## src/rtl/arb_pkg.sv

```systemverilog
// Shared types and the rotate-priority search for the 4-way round-robin arbiter.
package arb_pkg;

  localparam int unsigned N_REQ = 4;

  typedef enum logic [1:0] {
    IDLE,
    GRANT,
    GAP
  } arb_state_t;

  typedef logic [1:0] req_idx_t;

  // First requester at or after last+1, wrapping; last itself is checked last.
  function automatic req_idx_t rr_pick(input logic [N_REQ-1:0] req, input req_idx_t last);
    req_idx_t pick;
    logic     found;
    pick  = '0;
    found = 1'b0;
    for (int unsigned k = 1; k <= N_REQ; k++) begin
      req_idx_t cand;
      cand = last + req_idx_t'(k);
      if (!found && req[cand]) begin
        pick  = cand;
        found = 1'b1;
      end
    end
    return pick;
  endfunction

endpackage

```

## src/rtl/rr_arbiter4_if.sv

```systemverilog
// Request/grant bundle between the four clients and the arbiter.
interface rr_arbiter4_if;
  import arb_pkg::*;

  logic [N_REQ-1:0] req;
  logic [N_REQ-1:0] gnt;
  logic             gnt_valid;
  req_idx_t         gnt_idx;
  logic             timeout;

  modport master (
    output req,
    input  gnt,
    input  gnt_valid,
    input  gnt_idx,
    input  timeout
  );

  modport slave (
    input  req,
    output gnt,
    output gnt_valid,
    output gnt_idx,
    output timeout
  );

endinterface

```

## src/rtl/dec2to4.sv

```systemverilog
// 2-to-4 one-hot decoder with enable; x is the index MSB, y the LSB.
module dec2to4 (
  input  logic       x,
  input  logic       y,
  input  logic       en,
  output logic [3:0] z
);

  always_comb begin
    z = '0;
    if (en) begin
      z[{x, y}] = 1'b1;
    end
  end

endmodule

```

## src/rtl/rr_arbiter4.sv

```systemverilog
// Round-robin arbiter for four requesters with max-hold timeout and a post-release idle gap.
module rr_arbiter4
  import arb_pkg::*;
#(
  parameter int unsigned MAX_HOLD   = 8,
  parameter int unsigned GAP_CYCLES = 1
) (
  input  logic          clk,
  input  logic          rst,
  rr_arbiter4_if.slave  bus
);

  localparam int unsigned HW = (MAX_HOLD == 0) ? 1 : $clog2(MAX_HOLD + 1);
  localparam int unsigned GW = (GAP_CYCLES == 0) ? 1 : $clog2(GAP_CYCLES + 1);
  localparam logic [HW-1:0] HOLD_MAX = HW'(MAX_HOLD);
  localparam logic [GW-1:0] GAP_LOAD = GW'(GAP_CYCLES);
  localparam bit TMO_EN  = (MAX_HOLD != 0);
  localparam bit GAP_EN  = (GAP_CYCLES != 0);

  arb_state_t        state_q, state_d;
  req_idx_t          last_q,  last_d;
  req_idx_t          idx_q,   idx_d;
  logic              valid_q, valid_d;
  logic              tmo_q,   tmo_d;
  logic [HW-1:0]     hold_q,  hold_d;
  logic [GW-1:0]     gap_q,   gap_d;

  req_idx_t          winner;
  logic              owner_req;
  logic              hold_expired;
  logic [N_REQ-1:0]  gnt_w;

  assign winner       = rr_pick(bus.req, last_q);
  assign owner_req    = bus.req[idx_q];
  assign hold_expired = TMO_EN && (hold_q == HOLD_MAX);

  always_ff @(posedge clk or posedge rst) begin
    if (rst) begin
      state_q <= IDLE;
      last_q  <= 2'd3;
      idx_q   <= '0;
      valid_q <= 1'b0;
      tmo_q   <= 1'b0;
      hold_q  <= '0;
      gap_q   <= '0;
    end else begin
      state_q <= state_d;
      last_q  <= last_d;
      idx_q   <= idx_d;
      valid_q <= valid_d;
      tmo_q   <= tmo_d;
      hold_q  <= hold_d;
      gap_q   <= gap_d;
    end
  end

  always_comb begin
    state_d = state_q;
    last_d  = last_q;
    idx_d   = idx_q;
    valid_d = valid_q;
    tmo_d   = 1'b0;
    hold_d  = hold_q;
    gap_d   = gap_q;

    unique case (state_q)
      IDLE: begin
        if (|bus.req) begin
          state_d = GRANT;
          idx_d   = winner;
          valid_d = 1'b1;
          last_d  = winner;
          hold_d  = HW'(1);
        end
      end

      GRANT: begin
        // A still-asserted owner request here can only mean the hold limit expired.
        if (!owner_req || hold_expired) begin
          tmo_d   = owner_req;
          valid_d = 1'b0;
          idx_d   = '0;
          hold_d  = '0;
          if (GAP_EN) begin
            state_d = GAP;
            gap_d   = GAP_LOAD;
          end else begin
            state_d = IDLE;
          end
        end else if (hold_q != '1) begin
          hold_d = hold_q + HW'(1);
        end
      end

      GAP: begin
        if (gap_q <= GW'(1)) begin
          state_d = IDLE;
          gap_d   = '0;
        end else begin
          gap_d = gap_q - GW'(1);
        end
      end

      default: begin
        state_d = IDLE;
        valid_d = 1'b0;
        idx_d   = '0;
      end
    endcase
  end

  dec2to4 u_dec (
    .x  (idx_q[1]),
    .y  (idx_q[0]),
    .en (valid_q),
    .z  (gnt_w)
  );

  assign bus.gnt       = gnt_w;
  assign bus.gnt_valid = valid_q;
  assign bus.gnt_idx   = idx_q;
  assign bus.timeout   = tmo_q;

endmodule

```

## src/flat_wrapper.sv

```systemverilog
// flat-port wrapper written by rule: the top's interface ports become plain ports
module rr_arbiter4_flat import arb_pkg::*;
#(
  parameter int unsigned MAX_HOLD   = 8,
  parameter int unsigned GAP_CYCLES = 1
)
  (clk, rst, bus_req, bus_gnt, bus_gnt_valid, bus_gnt_idx, bus_timeout);
  rr_arbiter4_if bus_i ();
  input  logic clk;
  input  logic rst;
  input wire logic [$bits(bus_i.req)-1:0] bus_req;
  output wire logic [$bits(bus_i.gnt)-1:0] bus_gnt;
  output wire logic [$bits(bus_i.gnt_valid)-1:0] bus_gnt_valid;
  output wire logic [$bits(bus_i.gnt_idx)-1:0] bus_gnt_idx;
  output wire logic [$bits(bus_i.timeout)-1:0] bus_timeout;
  assign bus_i.req = bus_req;
  assign bus_gnt = bus_i.gnt;
  assign bus_gnt_valid = bus_i.gnt_valid;
  assign bus_gnt_idx = bus_i.gnt_idx;
  assign bus_timeout = bus_i.timeout;
  rr_arbiter4 #(.MAX_HOLD(MAX_HOLD), .GAP_CYCLES(GAP_CYCLES)) u_core (.clk(clk), .rst(rst), .bus(bus_i));
endmodule
```

## config.mk

```make
export PLATFORM = sky130hd
export DESIGN_NAME = rr_arbiter4_flat
export DESIGN_NICKNAME = d
export VERILOG_FILES = /design/src/rtl/arb_pkg.sv /design/src/rtl/rr_arbiter4_if.sv /design/src/rtl/dec2to4.sv /design/src/rtl/rr_arbiter4.sv /design/src/flat_wrapper.sv
export SDC_FILE = /design/constraint.sdc
export NUM_CORES = 1
export LEC_CHECK = 0
export BUFFER_PORTS_ARGS = -buffer_cell sky130_fd_sc_hd__buf_2
export CAP_MARGIN = 25
export CORE_MARGIN = 2
export CORE_UTILIZATION = 54
export DETAILED_ROUTE_END_ITERATION = 8
export GPL_TIMING_DRIVEN = 0
export PLACE_DENSITY = 0.77
export SLEW_MARGIN = 40
export SYNTH_ARGS = -nofsm -noshare
export SYNTH_HDL_FRONTEND = slang
export SYNTH_SLANG_ARGS = --single-unit
```

## constraint.sdc

```tcl
create_clock -name clk -period 2 [get_ports clk]
set_clock_uncertainty 0.05 [all_clocks]
set_input_delay 0.2 -clock clk [delete_from_list [all_inputs] [get_ports clk]]
set_output_delay 0.2 -clock clk [all_outputs]
set_load 0.02 [all_outputs]
```

After elaboration in Yosys (flattened, before gate mapping)
Index checks and enable logic that the tools add are counted.

word-level totals
  register bits = 13
  input bits = 6
  output and inout bits = 8
  logic and storage cells = 85

operators by class
  $add $sub $neg = 5
  $lt $le $gt $ge = 7
  equal/unequal tests = 8
  mux-type cells = 39
  bitwise gates (word level) = 1
  reduce and logical (&&, ||, !) cells = 18

operator list
  operator               number
  $mux W2                9
  $mux W4                4
  $lt A2 B3 Y1 const B   5
  $mux W1                15
  $pmux W2 S3            2
  $bmux W1 S2            5
  $reduce_and A3 Y1      3
  $pmux W4 S2            1
  $ne A2 B1 Y1 const B   3
  $add A2 B2 Y2 const B  2
  $add A4 B1 Y4 const B  1
  $eq A4 B4 Y1 const B   1
  $logic_and A1 B1 Y1    4
  $logic_not A1 Y1       4
  $ne A4 B4 Y1 const B   1
  $reduce_and A2 Y1      2
  $reduce_bool A2 Y1     2
  $reduce_or A4 Y1       1
  $ne A3 B1 Y1 const B   1
  $pmux W1 S3            1
  $add A2 B1 Y2 const B  1
  $demux W1 S2           1
  $eq A2 B1 Y1 const B   1
  $eq A2 B2 Y1 const B   1
  other kinds (7)        7

Depth between registers and ports, before layout
  depth after elaboration = 15
  gate-level depth with buffers = 6
  depth with buffers taken out = 6

Hierarchy
Synthesis repeated with hierarchy kept, for this count alone.

unflattened totals
  cells, all modules = 81
  area, all modules = 760.7 um^2

by module, submodules not included
  module       instances  cells each  area an instance (um^2)  seq. area each (um^2)
  rr_arbiter4  1          77          723.2                    302.8
  dec2to4      1          4           37.5                     0.0

Worst setup path after synthesis
No wires, ideal clock.

  kind = register to register
  start = register u_core.idx_q[0] (netlist: u_core.bus.gnt_idx[0])
  end = register u_core.hold_q[0]
  library setup time = 0.126 ns
  arrival time = 1.472 ns
  required time = 1.824 ns
  setup slack = 0.352 ns
  cell stages (with the launch flop) = 6
  buffers on the path = 1
  period minus slack after synthesis = 1.648 ns
  cell sequence = dfrtp_1 buf_2 mux4_2 and2_4 a21boi_2 o32a_1

between the ends
  cells in the longest elaborated chain, start to end = 6
  elaborated cells between the ends (all ways) = 8
  classes of those cells = 1 x eq/ne; 4 x mux; 3 x reduce/logical

ends and longest elaborated chain
  element                                                            RTL line           RTL
  start, declared                                                    rr_arbiter4.sv:22  req_idx_t idx_q, idx_d;
  start signal, assigned                                             rr_arbiter4.sv:49  idx_q <= idx_d;
  $bmux W1 S2 (*)                                                    rr_arbiter4.sv:34  assign owner_req = bus.req[idx_q];
  $mux W1 (implied by the code) (*)                                  rr_arbiter4.sv:34
  $logic_not A1 Y1 (*)                                               rr_arbiter4.sv:79  if (!owner_req || hold_expired) begin
  $logic_or A1 B1 Y1 (*)                                             rr_arbiter4.sv:79
  $ne A3 B1 Y1 (no source line) or $mux W4 (tied branches)           --
  $reduce_and A3 Y1 (no source line) or $pmux W4 S2 (tied branches)  --
  end signal, assigned                                               rr_arbiter4.sv:52  hold_q <= hold_d;
  end, declared                                                      rr_arbiter4.sv:25  logic [HW-1:0] hold_q, hold_d;

Every way passes the cells marked *; elsewhere a longest branch is shown, timed or not. The select of a mux whose other input is x is not followed.
A chain may end at the register's enable or synchronous reset.

Worst setup path after layout
Same ends and word-level chain as after synthesis.

==> results.sh <==
export IMPL_worstPathArrival_ns=1.87
export IMPL_ys_ff_latch=12
export IMPL_clk_latency_ns=0.27
export IMPL_syn_to_final_growth_pct=14.0
export IMPL_critPathBufInv=1
export IMPL_syn_inst=92
export IMPL_synthTopCellsByArea="dfrtp_1 (29%), dfstp_2 (6.1%), nand2b_1 (3.6%), nor2_1 (3.5%), inv_1 (3.0%)"
export IMPL_cp_slowest_cell="mux4_2"
export IMPL_setup_viol=0
export IMPL_worstPathCellList="buf_2 > mux4_2 > and2_4 > a21boi_2 > o32a_1"
export IMPL_cts_sinks=12
export IMPL_required_ns=2.10
export IMPL_multi_input_area_um2=494
export IMPL_synth_edf_count=0
export IMPL_final_util_pct=65.5
export IMPL_setup_tns_ns=0
export IMPL_fmax_ghz=0.565
export IMPL_clk_pin_slew_ns=0.07
export IMPL_seq_area_frac_synth_pct=35.0
export IMPL_die_area_um2=1940
export IMPL_drive_above_1_share_pct=30.6
export IMPL_cts_inserted_buffers=3
export IMPL_slew_violations=0
export IMPL_maxSlewHeadroom_pct=67.2
export IMPL_drt_initial_drc_count=10
export IMPL_drt_pass1_iter_count=4
export IMPL_routedWlPerCell_um=14.6
export IMPL_synth_top_area_cell="dfrtp_1"
export IMPL_clockBufferDepth=2
export IMPL_leakage_nw=0.453
export IMPL_path_class="flop to flop"
export IMPL_numPortBuffers=11
export IMPL_grt_pass1_vias=737
export IMPL_nFillCells=135
export IMPL_synth_top_flop_cell="dfrtp_1"
export IMPL_ff2ff_setup_slack_ns=0.23
export IMPL_final_nets=117
export IMPL_post_dp_hpwl_mm=1.33
export IMPL_vias=744
export IMPL_grt_max_degree=13
export IMPL_fin_crit_sh_pct=88.5
export IMPL_rsz0062_at_grt="false"
export IMPL_io_pins=14
export IMPL_core_area_um2=1510
export IMPL_start_kind="flop"
export IMPL_drc_errors=0
export IMPL_vdd_drop_max_uv=856
export IMPL_initial_utilization_pct=57.5
export IMPL_status="finished clean"
export IMPL_hold_viol=0
export IMPL_antenna_left=0
export IMPL_syn_avg_cell_area_um2=9.41
export IMPL_hold_path_class="input pin to flop"
export IMPL_place_gp_congestion=0.797
export IMPL_grt_overflow=0
export IMPL_cap_violations=0
export IMPL_syn_area_um2=866
export IMPL_powerDensity_nw_per_um2=1460
export IMPL_synth_fp_nets=100
export IMPL_die_w_um=44.0
export IMPL_antenna_found_initial=0
export IMPL_cts_tree="yes"
export IMPL_crit_family="multiplexers"
export IMPL_ys_warnings_count=0
export IMPL_synth_async_reset_ratio_pct=100
export IMPL_root_buffer="clkbuf_4"
export IMPL_cts_htree_levels=1
export IMPL_grt_pass1_wl_mm=3.16
export IMPL_wl_mm=1.81
export IMPL_synth_top_area_share_pct=28.9
export IMPL_worstPathMaxFanout=8
export IMPL_rows=14
export IMPL_via_per_inst=6.00
export IMPL_cpPeakStageDelay_ns=0.56
export IMPL_ys_types=45
export IMPL_antennaDiodeCount=0
export IMPL_period_minus_slack_ns=1.77
export IMPL_tightest_slew_ns=0.487
export IMPL_endpoint_kind="flop"
export IMPL_seqCellArea_um2=303
export IMPL_grt_total_usage_pct=22.3
export IMPL_fp_dieH_um=44.0
==> cell usage after synthesis, drive strengths merged (2+ instances only) <==
master / count
nor3: 2
nor2: 8
nand2: 6
ha: 2
and3: 2
o21ai: 4
nor2b: 3
nand2b: 5
xor2: 2
dfrtp: 10
nand3b: 2
o211ai: 2
buf: 5
nand3: 2
a31oi: 2
inv: 7
dfstp: 2
nor3b: 2
==> cell families (layout without fill, tap and decap cells) <==
kind of cell | Yosys count | count (layout) | synth area share (%)
AOI/OAI and AO/OA | 20 | 20 | 19.9
adders and majority gates | 3 | 3 | 4.05
and+or+nand+nor | 39 | 39 | 26.0
muxes | 3 | 3 | 5.06
buffers and inverters | 13 | 29 | 7.95
xor gates and xnor gates | 2 | 2 | 2.02
DFF | 12 | 12 | 35.0
==> cell usage in the layout, fill, tap and decap left out, drive strengths merged, types with 3 or more instances in the layout <==
cell type / count
buf: 16
clkbuf: 5
dfrtp: 10
inv: 7
nand2: 6
nand2b: 5
nor2: 8
nor2b: 3
o21ai: 4
==> through the flow <==
stage / worst slack (ns) / total power [mW] / std cells / hold WS (ns) / area (µm²)
final: 0.230 / 1.44 / 124 / 0.231 / 987
after global routing: 0.0608 / 1.56 / 124 / 0.239 / 987
after CTS: 0.222 / 1.44 / 124 / 0.228 / 987
after detailed placement: 0.239 / 1.24 / 119 / 0.164 / 941
after global placement: 0.266 / 1.21 / 119 / 0.164 / 941
after floorplan: 0.352 / 1.05 / 92 / 0.0133 / 866
==> final timing paths <==
path / start / endpoint / cells past startpoint
min in group asynchronous: rst / u_core.bus.gnt_idx[1]$_DFFE_PP0P_ / 3
max in group asynchronous: rst / u_core.last_q[0]$_DFFE_PP1P_ / 3
hold / removal: bus_req[2] / u_core.last_q[0]$_DFFE_PP1P_ / 3
hold reg to reg: u_core.last_q[0]$_DFFE_PP1P_ / u_core.last_q[0]$_DFFE_PP1P_ / 2
setup / recovery: u_core.bus.gnt_idx[0]$_DFFE_PP0P_ / u_core.hold_q[0]$_DFFE_PP0P_ / 5
setup reg to reg: u_core.bus.gnt_idx[0]$_DFFE_PP0P_ / u_core.hold_q[0]$_DFFE_PP0P_ / 5
==> final cells by class <==
cell class / count / area share, %
buffer: 6 / 4.31
clock buffer: 4 / 3.68
inverter: 7 / 2.66
multi-input combinational: 67 / 50.1
sequential: 12 / 30.7
tap: 16 / 2.03
timing repair buffer: 12 / 6.59
==> power by group <==
part / internal (mW) / total (mW) / switching, mW
Sequential: 0.350 / 0.487 / 0.137
Clock: 0.111 / 0.187 / 0.0768
Combinational: 0.350 / 0.762 / 0.412
Total: 0.810 / 1.44 / 0.626
==> metal layers <==
metal  up-vias  global-route usage [%]  wire, µm
met4         0                    7.27        20
met3         2                    4.90        74
met1       356                    27.5       804
met2        20                    38.5       907
li1        366                       -         -
met5         -                       0         0
==> worst reg2reg max path, delay by kind of cell, from the launching register on <==
| kind | cells | cell delay, ns |
|---|---|---|
| muxes | 1 | 0.56 |
| DFF | 1 | 0.35 |
| AOI/OAI and AO/OA | 2 | 0.33 |
| buffers and inverters | 1 | 0.19 |
| and+or+nand+nor | 1 | 0.18 |
==> registers in the layout (all words and copies together) (netlist names) <==
name	count
u_core.state_q	2
u_core.hold_q	4
u_core.bus.gnt_idx	2
u_core.last_q	2
u_core.bus.gnt_valid	1
u_core.bus.timeout	1
==> timing repair <==
action | in CTS | in global routing
setup buffers | 0 | 0
setup endpoints to repair | 0 | 0
hold endpoints to repair | 10 | 0
gates resized for setup | 0 | 0
hold buffers | 1 | 0
Power figures use the tool's default switching activity.
